[src/rtl/reg_select_sequencer.sv]
// Instruction register, Ra/Rb/Rc index select and C sign extension, plus a small FSM that
// sequences Rb read, Rc read, Ra write. Optional macro SELECT_R0_GUARD_EN suppresses writes to R0.
//
// state | meaning
// IDLE  | manual field select and strobes drive the decoder
// RD_B  | read Rb, wait for ack
// RD_C  | read Rc, wait for ack
// WR_A  | write Ra, wait for ack
// FIN   | one-cycle done pulse, enables off
module reg_select_sequencer #(
   parameter int DATA_W = 32,
   parameter int C_W    = 19
) (
   input  logic              clock,
   input  logic              clear_n,
   input  logic [DATA_W-1:0] ir_in,
   input  logic              ir_load,
   input  logic              gra,
   input  logic              grb,
   input  logic              grc,
   input  logic              r_in,
   input  logic              r_out,
   input  logic              start,
   input  logic              ack,
   output logic [3:0]        sel_idx,
   output logic              rin_en,
   output logic              rout_en,
   output logic              busy,
   output logic              done,
   output logic [DATA_W-1:0] c_sext,
   output logic [DATA_W-1:0] ir_q
`ifdef SELECT_R0_GUARD_EN
   ,
   output logic              r0_guard
`endif
);

   typedef enum logic [2:0] {IDLE, RD_B, RD_C, WR_A, FIN} state_t;

   state_t            state_q, state_d;
   logic [DATA_W-1:0] ir_d;
   logic [3:0]        sel_q, sel_d;
   logic              rin_q, rin_d;
   logic              rout_q, rout_d;
   logic              done_q, done_d;
   logic [3:0]        manual_sel;
   logic              rin_raw;
   logic              idle;

   assign idle = (state_q == IDLE);
   assign ir_d = (ir_load && idle) ? ir_in : ir_q;

   always_ff @(posedge clock or negedge clear_n) begin
      if (!clear_n) begin
         state_q <= IDLE;
         ir_q    <= '0;
         sel_q   <= '0;
         rin_q   <= 1'b0;
         rout_q  <= 1'b0;
         done_q  <= 1'b0;
      end else begin
         state_q <= state_d;
         ir_q    <= ir_d;
         sel_q   <= sel_d;
         rin_q   <= rin_d;
         rout_q  <= rout_d;
         done_q  <= done_d;
      end
   end

   // Step outputs are decoded from the next state and next IR, so a start coinciding
   // with an IR load already uses the new fields in RD_B.
   always_comb begin
      state_d = state_q;
      sel_d   = 4'd0;
      rin_d   = 1'b0;
      rout_d  = 1'b0;
      done_d  = 1'b0;
      case (state_q)
         IDLE:    if (start) state_d = RD_B;
         RD_B:    if (ack)   state_d = RD_C;
         RD_C:    if (ack)   state_d = WR_A;
         WR_A:    if (ack)   state_d = FIN;
         FIN:     state_d = IDLE;
         default: state_d = IDLE;
      endcase
      case (state_d)
         RD_B: begin
            sel_d  = ir_d[22:19];
            rout_d = 1'b1;
         end
         RD_C: begin
            sel_d  = ir_d[18:15];
            rout_d = 1'b1;
         end
         WR_A: begin
            sel_d = ir_d[26:23];
            rin_d = 1'b1;
         end
         FIN:     done_d = 1'b1;
         default: ;
      endcase
   end

   assign manual_sel = ({4{gra}} & ir_q[26:23]) |
                       ({4{grb}} & ir_q[22:19]) |
                       ({4{grc}} & ir_q[18:15]);

   // Manual strobes are masked by clear_n so every output reads 0 while reset is held.
   assign sel_idx = idle ? manual_sel : sel_q;
   assign rin_raw = idle ? (r_in & clear_n) : rin_q;
   assign rout_en = idle ? (r_out & clear_n) : rout_q;
   assign busy    = !idle;
   assign done    = done_q;
   assign c_sext  = {{(DATA_W-C_W){ir_q[C_W-1]}}, ir_q[C_W-1:0]};

`ifdef SELECT_R0_GUARD_EN
   assign r0_guard = rin_raw && (sel_idx == 4'd0);
   assign rin_en   = rin_raw && !((state_q == WR_A) && (sel_idx == 4'd0));
`else
   assign rin_en   = rin_raw;
`endif

endmodule

[config.mk]
export PLATFORM = sky130hd
export DESIGN_NAME = reg_select_sequencer
export DESIGN_NICKNAME = d
export VERILOG_FILES = /design/src/rtl/reg_select_sequencer.sv
export SDC_FILE = /design/constraint.sdc
export NUM_CORES = 1
export LEC_CHECK = 0
export ABC_AREA = 1
export CAP_MARGIN = 20
export CORE_ASPECT_RATIO = 1.2
export CORE_MARGIN = 2
export CORE_UTILIZATION = 39
export CTS_CLUSTER_DIAMETER = 80
export CTS_CLUSTER_SIZE = 10
export DETAILED_ROUTE_END_ITERATION = 6
export PLACE_DENSITY = 0.83
export SYNTH_ARGS = -nofsm -noshare
export SYNTH_HDL_FRONTEND = slang
export SYNTH_SLANG_ARGS = --single-unit
[constraint.sdc]
create_clock -name clock -period 1.5 [get_ports clock]
set_input_delay 0.225 -clock clock [delete_from_list [all_inputs] [get_ports clock]]
set_output_delay 0.225 -clock clock [all_outputs]
set_load 0.005 [all_outputs]
After elaboration in Yosys (flattened, before gate mapping)
Cells that the tools add are included.
{"block": "classes", "n_mux": 13, "eq_ne": 7, "reduce_logical": 4, "bitwise_logic": 7}
{"op": "$mux W27", "count": 1}
{"op": "$and A4 B4 Y4", "count": 3}
{"op": "$eq A3 B2 Y1 const B", "count": 4}
{"op": "$mux W3", "count": 4}
{"op": "$pmux W3 S4", "count": 1}
{"op": "$pmux W4 S3", "count": 1}
{"op": "$or A4 B4 Y4", "count": 2}
{"op": "$eq A3 B1 Y1 const B", "count": 2}
{"op": "$mux W1", "count": 5}
{"op": "$mux W4", "count": 1}
{"op": "$eq A3 B3 Y1 const B", "count": 1}
{"op": "$logic_not A3 Y1", "count": 1}
{"op": "$and A1 B1 Y1", "count": 2}
{"op": "$reduce_or A2 Y1", "count": 1}
{"op": "$logic_and A1 B1 Y1", "count": 1}
{"op": "$logic_not A1 Y1", "count": 1}
{"block": "word_totals", "reg_bits": 42, "out_inout_bits": 72, "word_cells": 38, "in_bits": 42}

Depth between registers and ports, before layout
Gate-level depths: netlist of run 1.
{"block": "logic_depth", "depth_word": 5, "ltp_mapped": 7, "depth_no_buf": 7}

Least setup slack after synthesis of run 1
Ideal clock, no wire load.
{"block": "synth_path", "path_type": "reg2out", "startpoint": "reg state_q[0]", "endpoint": "out sel_idx[0]", "path_slack_ns": 0.212, "t_arrival_ns": 1.063, "required_time_ns": 1.275, "path_stages_with_launch": 7, "path_buffers": 1, "path_cell_list": "dfrtp_1 > nor2_4 > nand2_1 > buf_2 > inv_1 > nand2_1 > nand2_1"}
{"block": "synth_between", "elab_chain_len": 2}
{"element": "from (decl)", "line": "40", "rtl": "state_t state_q, state_d;"}
{"element": "from (signal assigned)", "line": "62", "rtl": "state_q <= state_d;"}
{"element": "$logic_not A3 Y1", "line": "50", "rtl": "assign idle = (state_q == IDLE);"}
{"element": "$mux W4", "line": "110", "rtl": "assign sel_idx = idle ? manual_sel : sel_q;"}
{"element": "to (decl)", "line": "25", "rtl": "output logic [3:0] sel_idx,"}
No other way between the ends.

Final worst setup path of run 1
{"block": "layout_path", "startpoint": "reg state_q[0]", "endpoint": "out rin_en"}
{"block": "layout_between", "elab_chain_len": 2}
{"element": "$logic_not A3 Y1", "line": "50"}
{"element": "$mux W1", "line": "111", "rtl": "assign rin_raw = idle ? (r_in & clear_n) : rin_q;"}
{"element": "to (decl)", "line": "26", "rtl": "output logic rin_en,"}
No other way between the ends.

==> impl_metrics.py, run 1 <==
metrics = {
    "clock_tree": {
        "clkSlewWorstSetupHoldPaths_ns": 0.07,
        "clockRootBuffer": "clkbuf_8",
        "clkSinkCount": 42,
        "cts.path.max_buffers": 2,
        "clock_latency_ns": 0.29,
        "cts_buffers": 5,
        "cts_tree": "yes",
        "h-tree-depth": 2,
    },
    "timing": {
        "timing.final.crit_share_pct": 102,
        "hold_viol_final": 0,
        "tightest_slew_ns": 0.276,
        "slew_headroom_pct": 81.5,
        "timing.final.ws_setup_ns": -0.0359,
        "clock_skew_ns": 0.00731,
        "setup_viol": 6,
        "rsz0062_at_grt": "yes",
        "slew_viol_final": 0,
        "min_period_ns": 1.54,
        "max_freq_mhz": 651,
    },
    "die": {
        "core_area_mm2": 0.00533,
        "fp-row-count": 29,
        "io_pins": 114,
        "initial_core_util_pct": 40.7,
        "dieHeight_um": 85.7,
        "die-area_mm2": 0.00617,
        "die_x_um": 72.1,
    },
    "detailed_routing": {
        "drt_iter0_drc": 57,
        "dr.pass1.iters": 4,
        "drt.antenna.violating_nets": 0,
        "viasPerCell": 4.74,
        "vias": 2051,
        "wirelength_um": 5570,
        "routedWlPerCell_um": 12.9,
        "drc": 0,
    },
    "synthesis": {
        "ys_ff_latch": 42,
        "synth_top_family_by_area": "simple AND/OR/NAND/NOR gates",
        "synth_xor_xnor_area_share_pct": 0,
        "synth_area_mm2": 0.00217,
        "synth_area_per_cell_um2": 8.12,
        "synth_common_cells": "nand2_1 (111), dfrtp_1 (42), buf_4 (33), nand3_1 (18), inv_1 (17)",
        "ys_types": 19,
        "synthAdderAreaFrac_pct": 0,
        "syn-num-nets": 309,
        "synthTopCellsByArea": "dfrtp_1 (48%), nand2_1 (19%), buf_4 (11%)",
        "synth.top_cell.area_share_pct": 48.5,
        "seq_area_frac_synth_pct": 48.5,
        "synth-edff-count": 0,
        "synthSimpleGateAreaFrac_pct": 33.0,
        "synth_ff_type": "dfrtp_1",
        "synth_mux_area_share_pct": 0,
        "synth_compound_area_share_pct": 1.27,
        "synth_warnings": 0,
        "post-synth-top-count-cell": "nand2_1",
        "synthCells": 267,
        "yosysTopAreaCell": "dfrtp_1",
        "async_reset_ff_share_pct": 100,
    },
    "setup_path": {
        "worstPathArrival_ns": 1.31,
        "path_delay_family": "flip-flops",
        "startpoint_type": "register",
        "crit_chain": "nor2_4 -> nand2_4 -> buf_6 -> o21ai_1 -> buf_2",
        "crit_type": "register to output port",
        "worstPathRequired_ns": 1.27,
        "crit_buf_inv": 2,
        "worst_path_max_delay_cell": "dfrtp_1",
        "path_max_fanout": 5,
        "end_kind": "output port",
        "cpPeakStageDelay_ns": 0.41,
    },
    "finish": {
        "drive_gt1_share_pct": 16.7,
        "area_growth_pct": 56.5,
        "nets": 413,
        "final_cell_area_mm2": 0.00339,
        "antennaDiodeCount": 0,
        "final_cells": 433,
    },
    "global_routing": {
        "grt_pass1_vias": 2050,
        "antenna_found_initial": 0,
        "grt_max_degree": 23,
        "grt_overflow": 0,
        "grt_pass1_wl_um": 9180,
        "grtUsageTotal_pct": 18.8,
    },
    "min_path": {
        "min_path_type": "input pin to register",
    },
    "placed_design": {
        "placedCellCount": 418,
        "dpl.hpwl_um": 4140,
        "io_buffers": 113,
        "place_area_mm2": 0.00321,
        "gp_congestion": 0.833,
    },
    "power": {
        "power.density_mw_per_mm2": 1980,
        "vdd_drop_max_mv": 1.08,
        "leakagePower_nw": 1.75,
        "finalPower_w": 0.00673,
    },
    "run_status": {
        "violations": "negative setup slack",
        "status": "finished, violations left",
    },
    "job": {
        "maxCapViolations": 0,
    },
}
-- registers in the layout, indices dropped and copies added (netlist names) --
signal / cells
ir_q: 32
sel_q: 4
state_q: 3
done: 1
rin_q: 1
rout_q: 1
-- area by class of cell --
| cell class | count | area [µm²] |
|---|---|---|
| clock buffer | 6 | 82.6 |
| clock inverter | 1 | 30.0 |
| fill | 468 | 1940 |
| inverter | 18 | 70.1 |
| multi-input combinational | 167 | 800 |
| sequential | 42 | 1050 |
| tap | 62 | 77.6 |
| timing repair buffer | 137 | 1280 |
-- cells in the final DEF (no fill, tap or decap), drive strengths merged, types with 2 or more instances in the layout --
cell | Yosys | routed
and2 | 4 | 4
buf | 41 | 30
clkbuf | 0 | 7
clkdlybuf4s50 | 0 | 84
dfrtp | 42 | 42
dlygate4sd2 | 0 | 19
dlymetal6s2s | 0 | 2
inv | 18 | 18
nand2 | 119 | 119
nand3 | 19 | 20
nand4 | 13 | 13
nor2 | 6 | 6
o21ai | 3 | 3
-- routing by layer --
| metal | routed length, µm | global-route usage, % |
|---|---|---|
| met5 | 0 | 0 |
| met3 | 441 | 5.64 |
| met1 | 2120 | 21.4 |
| met2 | 2940 | 33.6 |
| met4 | 67 | 5.49 |
-- final timing paths --
| check | to | slack (ns) | cells after the start | startpoint |
|---|---|---|---|---|
| setup / recovery | rin_en | -0.04 | 5 | state_q[0] |
| hold / removal | ir_q[30] | 0.46 | 3 | ir_in[30] |
| setup reg to reg | ir_q[5] | 0.06 | 7 | state_q[0] |
| hold reg to reg | ir_q[27] | 0.48 | 2 | ir_q[27] |
| max in group asynchronous | ir_q[15] | 0.77 | 3 | clear_n |
| min in group asynchronous | ir_q[28] | 0.51 | 3 | clear_n |
-- per-stage QoR --
step / setup TNS, ns / utilization, % / hold WS, ns / setup WS (ns)
floorplan: 0 / - / -0.0706 / 0.212
global placement: -1.40 / 60.1 / 0.267 / -0.281
detailed placement: -1.63 / 60.1 / 0.262 / -0.289
CTS: -0.243 / 62.6 / 0.454 / -0.0543
global route: -0.853 / 63.6 / 0.471 / -0.101
finish: -0.126 / 63.6 / 0.462 / -0.0359
-- worst min-delay path: stages --
cell             delay [ns]
clkdlybuf4s50_1        0.39
nand2_1                0.06
nand2_1                0.04
-- report_power, final --
part           total [W]  internal [W]  switching [W]
Combinational    0.00384       0.00215        0.00169
Sequential       0.00200       0.00165       0.000350
Clock           0.000896      0.000532       0.000364
Total            0.00673       0.00433        0.00241
-- kinds of logic (layout without fill, tap and decap cells) --
kind of cell	after synthesis	after routing
flip-flops	42	42
AO/OA/AOI/OAI	5	5
buffers and inverters	59	162
AND/OR/NAND/NOR	161	162
-- repair_timing --
action	CTS	global route
pin swaps	3	6
gates cloned	1	0
hold buffers	1	0
setup endpoints to repair	46	35
resized for setup	51	18
setup buffers	5	2
hold endpoints to repair	42	0
Power figures use the tool's default switching activity.
==> run 2: changes to the inputs <==
--- a/config.mk
+++ b/config.mk
@@ -7,13 +7,14 @@
 export LEC_CHECK = 0
 export ABC_AREA = 1
 export CAP_MARGIN = 20
-export CORE_ASPECT_RATIO = 1.2
+export CORE_ASPECT_RATIO = 1.75
 export CORE_MARGIN = 2
 export CORE_UTILIZATION = 39
 export CTS_CLUSTER_DIAMETER = 80
 export CTS_CLUSTER_SIZE = 10
 export DETAILED_ROUTE_END_ITERATION = 6
 export PLACE_DENSITY = 0.83
+export SLEW_MARGIN = 20
 export SYNTH_ARGS = -nofsm -noshare
 export SYNTH_HDL_FRONTEND = slang
 export SYNTH_SLANG_ARGS = --single-unit
==> run 2 against run 1 <==
Effect of this change: the flow still finishes with violations (negative setup slack); worst setup slack improved by 0.0063 ns; final cell count increased by 6.0%; utilization increased by 0.55 points; die area increased by 0.35%; fmax increased by 0.41%; hold slack improved by 0.0082 ns; sequential power about the same; via count increased by 3.0%; highest routed layer unchanged.
==> impl_metrics.py, run 2 (synthesis gave the netlist of run 1 again) <==
metrics = {
    "setup_path": {
        "path_common_cell": "nand2_2",
        "worstPathArrival_ns": 1.30,
        "end_kind": "output port",
        "r2r_slack_ns": 0.01,
        "crit_chain": "nor2_4 -> nand2_4 -> buf_6 -> nand2_2 -> nand2_2 -> buf_2",
        "worst_path_max_delay_cell": "dfrtp_1",
        "path_max_fanout": 7,
        "crit_type": "register to output port",
        "cpPeakStageDelay_ns": 0.42,
        "path_delay_family": "flip-flops",
        "crit_buf_inv": 2,
        "startpoint_type": "register",
        "worstPathRequired_ns": 1.27,
    },
    "global_routing": {
        "grt_overflow": 0,
        "grt_max_degree": 23,
        "antenna_found_initial": 0,
        "grt_pass1_vias": 1940,
        "grt_pass1_wl_um": 8970,
        "grtUsageTotal_pct": 19.1,
    },
    "timing": {
        "rsz0062_at_grt": "yes",
        "tightest_slew_ns": 0.332,
        "slew_viol_final": 0,
        "timing.final.ws_setup_ns": -0.0296,
        "setup_viol": 4,
        "slew_headroom_pct": 77.8,
        "hold_viol_final": 0,
        "min_period_ns": 1.53,
        "max_freq_mhz": 654,
        "clock_skew_ns": 0.00695,
        "timing.final.crit_share_pct": 102,
    },
    "finish": {
        "fill_cells": 450,
        "final_cells": 459,
        "area_growth_pct": 61.3,
        "final_cell_mix": "nand2_1 (102), clkdlybuf4s50_1 (84), dfrtp_1 (42)",
        "final_common_cell": "nand2_1",
        "antennaDiodeCount": 0,
        "final_cell_area_mm2": 0.00350,
        "nets": 425,
        "reg_top3": "ir_q (32), sel_q (4), state_q (3)",
        "largest_register_ffs": 32,
        "drive_gt1_share_pct": 19.1,
        "regMostFlops": "ir_q",
    },
    "die": {
        "die_x_um": 60.4,
        "core_area_mm2": 0.00545,
        "initial_core_util_pct": 39.8,
        "io_pins": 114,
        "fp-row-count": 36,
        "dieHeight_um": 103,
        "die-area_mm2": 0.00620,
    },
    "clock_tree": {
        "cts_tree": "yes",
        "clock_latency_ns": 0.28,
        "cts.path.max_buffers": 2,
        "cts_buffers": 5,
        "clkSinkCount": 42,
        "h-tree-depth": 2,
        "clkSlewWorstSetupHoldPaths_ns": 0.08,
        "clockRootBuffer": "clkbuf_8",
    },
    "job": {
        "maxCapViolations": 0,
    },
    "min_path": {
        "min_path_type": "input pin to register",
    },
    "power": {
        "leakagePower_nw": 1.84,
        "power.density_mw_per_mm2": 1950,
        "vdd_drop_max_mv": 0.979,
    },
    "detailed_routing": {
        "drt.antenna.violating_nets": 0,
        "routedWlPerCell_um": 13.0,
        "drt_iter0_drc": 57,
        "wirelength_um": 5980,
        "dr.pass1.iters": 4,
        "drc": 0,
        "vias": 2113,
        "viasPerCell": 4.60,
    },
    "run_status": {
        "status": "finished, violations left",
        "violations": "negative setup slack",
    },
    "placed_design": {
        "dpl.hpwl_um": 4500,
        "place_area_mm2": 0.00324,
        "placedCellCount": 432,
        "io_buffers": 113,
        "gp_congestion": 0.914,
    },
}
[run 2: cell types whose count changed in the layout (fill, tap and decap cells not counted), moves of 2 or more]
| cell | change |
|---|---|
| clkbuf_1 | +2 |
| buf_4 | +12 |
| dlymetal6s2s_1 | +3 |
| nor2_2 | +2 |
| nor2_4 | -2 |
| dlygate4sd2_1 | -3 |
| buf_12 | +2 |
[run 2: final timing paths]
path | start | end | depth (start not counted)
setup reg to reg | state_q[0] | sel_q[2] | 9
hold / removal | ir_in[12] | ir_q[12] | 3
min in group asynchronous | clear_n | ir_q[12] | 3
setup / recovery | state_q[0] | sel_idx[1] | 6
hold reg to reg | ir_q[29] | ir_q[29] | 2
max in group asynchronous | clear_n | sel_q[2] | 3
[run 2: worst reg2reg max path: cells and delay by family, from the launching register on]
kind | cells | cell delay (ns)
AND/OR/NAND/NOR | 6 | 0.54
buffers and inverters | 3 | 0.42
flip-flops | 1 | 0.42
[run 2: report_power, final]
group / switching, W / internal (W) / total [W]
sequential: 0.000357 / 0.00165 / 0.00201
combinational: 0.00175 / 0.00237 / 0.00412
clock: 0.000356 / 0.000321 / 0.000677
total: 0.00246 / 0.00434 / 0.00681
[run 2: cell type report]
class	count	area [µm²]	share of cell area, %
Sequential cell	42	1050	30.1
Multi-Input combinational cell	166	774	22.1
Inverter	18	67.6	1.93
Timing Repair Buffer	150	1430	41.0
Clock buffer	7	76.3	2.18
Tap cell	76	95.1	2.72
[run 2: metal layers]
| layer | global-route usage (%) | part of all wire, % |
|---|---|---|
| met4 | 9.74 | 3.3 |
| met2 | 35.1 | 56 |
| met1 | 20.3 | 35 |
| met3 | 2.89 | 5.1 |
| met5 | 0 | 0 |
[run 2: repair_timing]
action	in CTS	in global routing
setup buffers	9	8
endpoints found under the setup margin	26	16
gates cloned	1	1
pin swaps	7	3
endpoints found under the hold margin	42	0
resized for setup	61	9
hold buffers	1	0
[run 2: stage by stage]
step                      util, %  worst slack (ns)  TNS (ns)  power [W]  hold slack, ns
after floorplan                 -             0.212         0    0.00392         -0.0706
after global placement       59.4            -0.264     -1.24    0.00581           0.251
after detailed placement     59.4            -0.290     -1.49    0.00592           0.260
after CTS                    62.3           -0.0377    -0.117    0.00669           0.461
after global routing         64.2           -0.0958    -0.877    0.00729           0.482
final                        64.2           -0.0296   -0.0865    0.00681           0.470
